--- config.mk ---
export PLATFORM = sky130hd
export DESIGN_NAME = control_sequencer
export DESIGN_NICKNAME = d
export VERILOG_FILES = /design/src/rtl/fpg8_ctrl_pkg.sv /design/src/rtl/control_sequencer_mem_wait_counter.sv /design/src/rtl/control_sequencer.sv
export SDC_FILE = /design/constraint.sdc
export NUM_CORES = 1
export LEC_CHECK = 0
export CAP_MARGIN = 0
export CELL_PAD_IN_SITES_DETAIL_PLACEMENT = 0
export CELL_PAD_IN_SITES_GLOBAL_PLACEMENT = 1
export CORE_MARGIN = 5
export CORE_UTILIZATION = 41
export DETAILED_ROUTE_END_ITERATION = 8
export PLACE_DENSITY = 0.9
export SYNTH_ARGS = -nofsm -noshare
export SYNTH_HDL_FRONTEND = slang
export SYNTH_SLANG_ARGS = --single-unit
--- constraint.sdc ---
create_clock -name one_shot_clock -period 3.1 [get_ports one_shot_clock]
set_input_delay 0.62 -clock one_shot_clock [delete_from_list [all_inputs] [get_ports one_shot_clock]]
set_output_delay 0.62 -clock one_shot_clock [all_outputs]
set_load 0.02 [all_outputs]
--- src/rtl/fpg8_ctrl_pkg.sv ---
// Shared constants and types for the FPG8 hardwired control sequencer.
// Opcodes, ALU operation codes (also used by the ALU block), GPR select codes,
// sequencer states and the bundle of control strobes driven each step.
package fpg8_ctrl_pkg;

  // Instruction opcodes, IR[15:12]
  localparam logic [3:0] OP_NOP   = 4'h0;
  localparam logic [3:0] OP_LOAD  = 4'h1;
  localparam logic [3:0] OP_STORE = 4'h2;
  localparam logic [3:0] OP_MOV   = 4'h3;
  localparam logic [3:0] OP_ADD   = 4'h4;
  localparam logic [3:0] OP_SUB   = 4'h5;
  localparam logic [3:0] OP_AND   = 4'h6;
  localparam logic [3:0] OP_OR    = 4'h7;
  localparam logic [3:0] OP_NOT   = 4'h8;
  localparam logic [3:0] OP_HALT  = 4'hF;

  // ALU operation codes
  localparam logic [2:0] ALU_PASSY = 3'd0;
  localparam logic [2:0] ALU_ADD   = 3'd1;
  localparam logic [2:0] ALU_SUB   = 3'd2;
  localparam logic [2:0] ALU_AND   = 3'd3;
  localparam logic [2:0] ALU_OR    = 3'd4;
  localparam logic [2:0] ALU_NOTY  = 3'd5;

  // GPR select codes (4..7 unused)
  localparam logic [2:0] SEL_RD1 = 3'd0;
  localparam logic [2:0] SEL_RD2 = 3'd1;
  localparam logic [2:0] SEL_RS1 = 3'd2;
  localparam logic [2:0] SEL_RS2 = 3'd3;

  typedef enum logic [2:0] {
    ST_FETCH0,
    ST_FETCH1,
    ST_FETCH2,
    ST_DECODE,
    ST_EXEC0,
    ST_EXEC1,
    ST_EXEC2,
    ST_HALT
  } state_e;

  // All strobes driven during one step
  typedef struct packed {
    logic [2:0] alu;
    logic       gpr_in;
    logic       gpr_out;
    logic [2:0] gpr_sel;
    logic       ir_in;
    logic       mar_in;
    logic       mdr_in;
    logic       mdr_out;
    logic       ram_rd;
    logic       ram_wr;
    logic       pc_out;
    logic       pc_inc;
    logic       y_in;
    logic       z_in;
    logic       z_out;
    logic       halted;
    logic       illegal;
    logic       instr_done;
  } ctrl_t;

  // Two-operand register ops that go through Y/Z (MOV..OR)
  function automatic logic is_alu_op(input logic [3:0] op);
    return (op >= OP_MOV) && (op <= OP_OR);
  endfunction

  // Opcodes with no instruction assigned
  function automatic logic is_illegal(input logic [3:0] op);
    return (op > OP_NOT) && (op < OP_HALT);
  endfunction

  // ALU code for the two-operand ops; anything else passes Y through
  function automatic logic [2:0] alu_of_op(input logic [3:0] op);
    logic [2:0] code;
    code = ALU_PASSY;
    case (op)
      OP_ADD:  code = ALU_ADD;
      OP_SUB:  code = ALU_SUB;
      OP_AND:  code = ALU_AND;
      OP_OR:   code = ALU_OR;
      default: code = ALU_PASSY;
    endcase
    return code;
  endfunction

endpackage

--- src/rtl/control_sequencer_mem_wait_counter.sv ---
// Memory access wait counter: loaded when a RAM step is entered, counts down while it is held.
// done_o marks the final wait cycle of the current step; done_next_o marks it for the coming step
// so the sequencer can register strobes (e.g. instr_done) that belong to that final cycle.
module mem_wait_counter
  import fpg8_ctrl_pkg::*;
#(
  parameter int RAM_WAIT = 1  // 1..7
) (
  input  logic one_shot_clock,
  input  logic reset,
  input  logic load_i,
  input  logic hold_i,
  output logic done_o,
  output logic done_next_o
);

  localparam logic [2:0] LOAD_VAL = 3'(RAM_WAIT - 1);

  logic [2:0] cnt_q;
  logic [2:0] cnt_d;

  // Remaining wait cycles after the current one; cleared whenever no RAM step is in progress
  always_comb begin
    cnt_d = '0;
    if (load_i) begin
      cnt_d = LOAD_VAL;
    end else if (hold_i) begin
      cnt_d = cnt_q - 3'd1;
    end
  end

  // Counter register
  always_ff @(posedge one_shot_clock) begin
    if (reset) begin
      cnt_q <= '0;
    end else begin
      cnt_q <= cnt_d;
    end
  end

  assign done_o      = (cnt_q == 3'd0);
  assign done_next_o = (cnt_d == 3'd0);

endmodule

--- src/rtl/control_sequencer.sv ---
// Hardwired micro-step sequencer for the FPG8 single-bus datapath: fetch into IR, decode, execute.
// Strobes are registered decodes of the state being entered, so each is held for the whole step.
// NOP/illegal finish in the step after DECODE; HALT parks until reset.
module control_sequencer
  import fpg8_ctrl_pkg::*;
#(
  parameter int RAM_WAIT = 1  // cycles a RAM enable is held per access, 1..7
) (
  input  logic       one_shot_clock,
  input  logic       reset,
  input  logic       run,
  input  logic [3:0] opcode,
  output logic [2:0] ALU_control,
  output logic       GPR_in,
  output logic       GPR_out,
  output logic [2:0] GPR_select,
  output logic       IR_in,
  output logic       MAR_in,
  output logic       MDR_in,
  output logic       MDR_out,
  output logic       RAM_enable_read,
  output logic       RAM_enable_write,
  output logic       PC_out,
  output logic       PC_inc,
  output logic       Y_in,
  output logic       Z_in,
  output logic       Z_out,
  output logic       halted,
  output logic       illegal,
  output logic       instr_done
);

  state_e     state_q;
  state_e     state_d;
  ctrl_t      ctrl_q;
  ctrl_t      ctrl_d;
  logic [3:0] op_q;
  logic [3:0] op_cur;
  logic       mem_d;
  logic       wait_load;
  logic       wait_hold;
  logic       wait_done;
  logic       wait_done_next;

  // The opcode is sampled during DECODE and held for the execute steps
  assign op_cur = (state_q == ST_DECODE) ? opcode : op_q;

  // Next-state selection
  always_comb begin
    state_d = state_q;
    case (state_q)
      // Leave FETCH0 only once its strobes have actually been issued (run was 1 on entry)
      ST_FETCH0: if (ctrl_q.pc_out) state_d = ST_FETCH1;
      ST_FETCH1: if (wait_done) state_d = ST_FETCH2;
      ST_FETCH2: state_d = ST_DECODE;
      ST_DECODE: state_d = (opcode == OP_HALT) ? ST_HALT : ST_EXEC0;
      ST_EXEC0: begin
        if ((op_q == OP_NOP) || is_illegal(op_q)) state_d = ST_FETCH0;
        else                                     state_d = ST_EXEC1;
      end
      ST_EXEC1: if ((op_q != OP_LOAD) || wait_done) state_d = ST_EXEC2;
      ST_EXEC2: if ((op_q != OP_STORE) || wait_done) state_d = ST_FETCH0;
      ST_HALT:  state_d = ST_HALT;
      default:  state_d = ST_FETCH0;
    endcase
  end

  // RAM steps: instruction fetch, LOAD data read, STORE data write
  assign mem_d = (state_d == ST_FETCH1) ||
                 ((state_d == ST_EXEC1) && (op_cur == OP_LOAD)) ||
                 ((state_d == ST_EXEC2) && (op_cur == OP_STORE));
  assign wait_load = mem_d && (state_d != state_q);
  assign wait_hold = mem_d && (state_d == state_q);

  mem_wait_counter #(
    .RAM_WAIT(RAM_WAIT)
  ) u_wait (
    .one_shot_clock(one_shot_clock),
    .reset         (reset),
    .load_i        (wait_load),
    .hold_i        (wait_hold),
    .done_o        (wait_done),
    .done_next_o   (wait_done_next)
  );

  // Strobe decode for the step about to begin
  always_comb begin
    ctrl_d = '0;
    case (state_d)
      ST_FETCH0: begin
        if (run) begin
          ctrl_d.pc_out = 1'b1;
          ctrl_d.mar_in = 1'b1;
        end
      end
      ST_FETCH1: begin
        ctrl_d.ram_rd = 1'b1;
        ctrl_d.pc_inc = wait_load;  // first wait cycle only
      end
      ST_FETCH2: begin
        ctrl_d.mdr_out = 1'b1;
        ctrl_d.ir_in   = 1'b1;
      end
      ST_EXEC0: begin
        if (op_cur == OP_NOP) begin
          ctrl_d.instr_done = 1'b1;
        end else if (op_cur == OP_LOAD) begin
          ctrl_d.gpr_out = 1'b1;
          ctrl_d.gpr_sel = SEL_RS1;
          ctrl_d.mar_in  = 1'b1;
        end else if (op_cur == OP_STORE) begin
          ctrl_d.gpr_out = 1'b1;
          ctrl_d.gpr_sel = SEL_RD1;
          ctrl_d.mar_in  = 1'b1;
        end else if (is_alu_op(op_cur)) begin
          ctrl_d.gpr_out = 1'b1;
          ctrl_d.gpr_sel = SEL_RS1;
          ctrl_d.y_in    = 1'b1;
        end else if (op_cur == OP_NOT) begin
          ctrl_d.gpr_out = 1'b1;
          ctrl_d.gpr_sel = SEL_RD1;
          ctrl_d.y_in    = 1'b1;
        end else if (is_illegal(op_cur)) begin
          ctrl_d.illegal    = 1'b1;
          ctrl_d.instr_done = 1'b1;
        end
      end
      ST_EXEC1: begin
        if (op_cur == OP_LOAD) begin
          ctrl_d.ram_rd = 1'b1;
        end else if (op_cur == OP_STORE) begin
          ctrl_d.gpr_out = 1'b1;
          ctrl_d.gpr_sel = SEL_RS1;
          ctrl_d.mdr_in  = 1'b1;
        end else if (is_alu_op(op_cur)) begin
          // MOV still drives Rd onto the bus; the ALU just passes Y
          ctrl_d.gpr_out = 1'b1;
          ctrl_d.gpr_sel = SEL_RD1;
          ctrl_d.alu     = alu_of_op(op_cur);
          ctrl_d.z_in    = 1'b1;
        end else if (op_cur == OP_NOT) begin
          ctrl_d.alu  = ALU_NOTY;
          ctrl_d.z_in = 1'b1;
        end
      end
      ST_EXEC2: begin
        if (op_cur == OP_LOAD) begin
          ctrl_d.mdr_out    = 1'b1;
          ctrl_d.gpr_in     = 1'b1;
          ctrl_d.gpr_sel    = SEL_RD1;
          ctrl_d.instr_done = 1'b1;
        end else if (op_cur == OP_STORE) begin
          ctrl_d.ram_wr     = 1'b1;
          ctrl_d.instr_done = wait_done_next;
        end else begin
          ctrl_d.z_out      = 1'b1;
          ctrl_d.gpr_in     = 1'b1;
          ctrl_d.gpr_sel    = SEL_RD1;
          ctrl_d.instr_done = 1'b1;
        end
      end
      ST_HALT: ctrl_d.halted = 1'b1;
      default: ctrl_d = '0;
    endcase
  end

  // State, strobe and opcode registers
  always_ff @(posedge one_shot_clock) begin
    if (reset) begin
      state_q <= ST_FETCH0;
      ctrl_q  <= '0;
      op_q    <= '0;
    end else begin
      state_q <= state_d;
      ctrl_q  <= ctrl_d;
      op_q    <= op_cur;
    end
  end

  assign ALU_control      = ctrl_q.alu;
  assign GPR_in           = ctrl_q.gpr_in;
  assign GPR_out          = ctrl_q.gpr_out;
  assign GPR_select       = ctrl_q.gpr_sel;
  assign IR_in            = ctrl_q.ir_in;
  assign MAR_in           = ctrl_q.mar_in;
  assign MDR_in           = ctrl_q.mdr_in;
  assign MDR_out          = ctrl_q.mdr_out;
  assign RAM_enable_read  = ctrl_q.ram_rd;
  assign RAM_enable_write = ctrl_q.ram_wr;
  assign PC_out           = ctrl_q.pc_out;
  assign PC_inc           = ctrl_q.pc_inc;
  assign Y_in             = ctrl_q.y_in;
  assign Z_in             = ctrl_q.z_in;
  assign Z_out            = ctrl_q.z_out;
  assign halted           = ctrl_q.halted;
  assign illegal          = ctrl_q.illegal;
  assign instr_done       = ctrl_q.instr_done;

  // Single bus: never more than one driver in a step
  a_one_bus_driver : assert property (@(posedge one_shot_clock) disable iff (reset)
    $onehot0({GPR_out, MDR_out, PC_out, Z_out}));

endmodule

==> results.yml <==
cts:
  cts_buffers: 5
  cts_tree: "done"
  clk_path_buf_depth: 2
  clk_pin_slew_worst_paths_ns: 0.06
  ctsHoldBuffers: 0
  clkLatencyLatePin_ns: 0.28
  post_cts_buffers: 0
  htree_levels: 2
  cts_root_buf: "clkbuf_8"
  post_cts_resized: 0
  cts_sinks: 30
routing:
  routed_wl_mm: 3.50
  num_vias: 1313
  drtIter0Drc: 58
  dr.pass1.iters: 4
  via_per_inst: 5.52
  drcViolationCount: 0
  ant_nets: 0
  wl_per_cell_um: 14.7
place:
  gp_congestion: 0.940
  io_buffers: 26
  post-dp-hpwl_mm: 2.63
  dp.cells: 230
run:
  maxCapViolations: 0
timing:
  drv_slew: 0
  final-hold-violation-count: 0
  relSlewSlack_pct: 63.2
  clock_skew_ns: 0.00752
  final.setup.tns_ns: 0
  rsz0062_at_grt: "false"
  hold_slack_ns: 0.458
  fmax_mhz: 397
  worstMarginPinSlew_ns: 0.552
  period_needed_ns: 2.52
  setup_viol: 0
  fin_crit_sh_pct: 81.3
finish:
  fin_cells: 238
  fin_util_pct: 52.0
  drive_gt1_share_pct: 13.7
  final_common_cell: "dfxtp_1"
  nFillCells: 349
  final_cell_mix: "dfxtp_1, clkdlybuf4s50_1, nor2_1"
  syn_to_final_growth_pct: 24.4
  nets: 198
  antenna_cells: 0
synth:
  yosysSeqAreaShare_pct: 39.5
  ys_ff_latch: 30
  synth_area_um2: 1520
  synthTopCellsByArea: "dfxtp_1, nor2_1, o21ai_0, mux2_2, nand2_1"
  synth_top_cell_by_area: "dfxtp_1"
  synth_edf_count: 0
  async_reset_ff_share_pct: 0
  ys.flop_type: "dfxtp_1"
  synthCells: 163
  yosys_warnings: 0
  synthDominantCellAreaShare_pct: 39.5
  postSynthAreaPerCell_um2: 9.33
  synthDistinctLibCells: 52
grt:
  grt_start_max_net_pins: 14
  antenna_found_initial: 0
  gr-usage-all-layers_pct: 14.3
  grt_pass1_vias: 1253
  grt_pass1_wl_mm: 5.86
  overflow: 0
pwr:
  power.density_nw_per_um2: 715
  fin_total_pwr_uw: 1350
  p_leak_uw: 0.000679
  vdd_drop_max_mv: 0.279
die:
  ios: 29
  die_y_um: 70.9
  initial_core_util_pct: 41.8
  die_area_um2: 5030
  core_um2: 3630
  rows: 22
  die_w_um: 70.9
critical_path:
  crit_arrival_ns: 2.68
  start_kind: "primary input"
  worstSetupPathType: "in -> reg"
  critPathCaptureType: "register"
  required_ns: 3.26
  crit_path_max_fanout: 13
status:
  outcome: "complete, no violations"
worst_hold_path:
  hold_path.class: "reg -> reg"
## where the power goes
group	switching [uW]	internal, uW
clock network	145	178
registers	56.9	441
logic	311	220
total	512	839
## Yosys cell counts (all sizes together), types with 2 or more instances
master and number:
a2111oi 2, a211oi 2, a21oi 6, a311oi 2, and2 3, and2b 2
and3 3, and3b 2, buf 7, dfxtp 30, ha 2, inv 5
mux2 5, mux2i 5, nand2 12, nand2b 2, nand3 3, nand3b 2
nand4 2, nor2 22, nor2b 2, nor3 6, nor4 5, nor4b 3
o21ai 10, o22ai 3, xnor2 2
## metal layers
layer | track usage, % | wire [um] | up-vias
li1 | - | - | 637
met1 | 18.3 | 1540 | 625
met2 | 24.0 | 1710 | 45
met3 | 3.41 | 209 | 6
met4 | 3.76 | 32 | 0
met5 | 0 | 0 | -
## worst max-delay path, cell delays in order
cell,delay (ns)
clkdlybuf4s50_1,0.52
and4_1,0.27
nand2_1,0.09
a32oi_1,0.09
o22ai_2,0.52
mux2_4,0.36
nor4_1,0.23
## metrics by stage
stage | worst slack, ns | area [um^2]
2_1_floorplan | 1.32 | 1520
4_1_cts | 0.587 | 1890
5_1_grt | 0.463 | 1890
3_5_place_dp | 0.313 | 1800
3_3_place_gp | 0.478 | 1800
6_report | 0.578 | 1890
## flip-flops by register name (all words and copies together), names as in the netlist, 3 cells and up
signal / count
state_q: 3
op_q: 4
u_wait.cnt_q: 3
ALU_control: 3
## kinds of logic (layout without fill, tap and decap cells)
logic type / Yosys count / after routing / synth area share (%)
and+or+nand+nor: 70 / 70 / 26.3
AOI/OAI and AO/OA: 35 / 35 / 18.4
DFF: 30 / 30 / 39.5
buffers and inverters: 13 / 39 / 4.44
muxes: 10 / 10 / 8.31
adders and majority gates: 2 / 2 / 1.65
xor gates and xnor gates: 2 / 2 / 1.15
other: 1 / 2 / 0.247
## final cells by class
type                            count  area, um^2  share of cell area (%)
Tap cell                           48        60.1                    3.18
Sequential cell                    30         601                    31.8
Clock buffer                        6        82.6                    4.37
Multi-Input combinational cell    121         856                    45.3
Inverter                            5        18.8                   0.993
Timing Repair Buffer               26         260                    13.8
Clock inverter                      2        12.5                   0.662
## worst paths after layout
kind	from	end	slack, ns	cells past startpoint
setup / recovery	opcode[3]	u_wait.cnt_q[1]	0.58	7
hold / removal	u_wait.cnt_q[0]	u_wait.cnt_q[0]	0.46	1
setup reg to reg	state_q[1]	instr_done	0.70	5
hold reg to reg	u_wait.cnt_q[0]	u_wait.cnt_q[0]	0.46	1
Power figures use the tool's default switching activity.
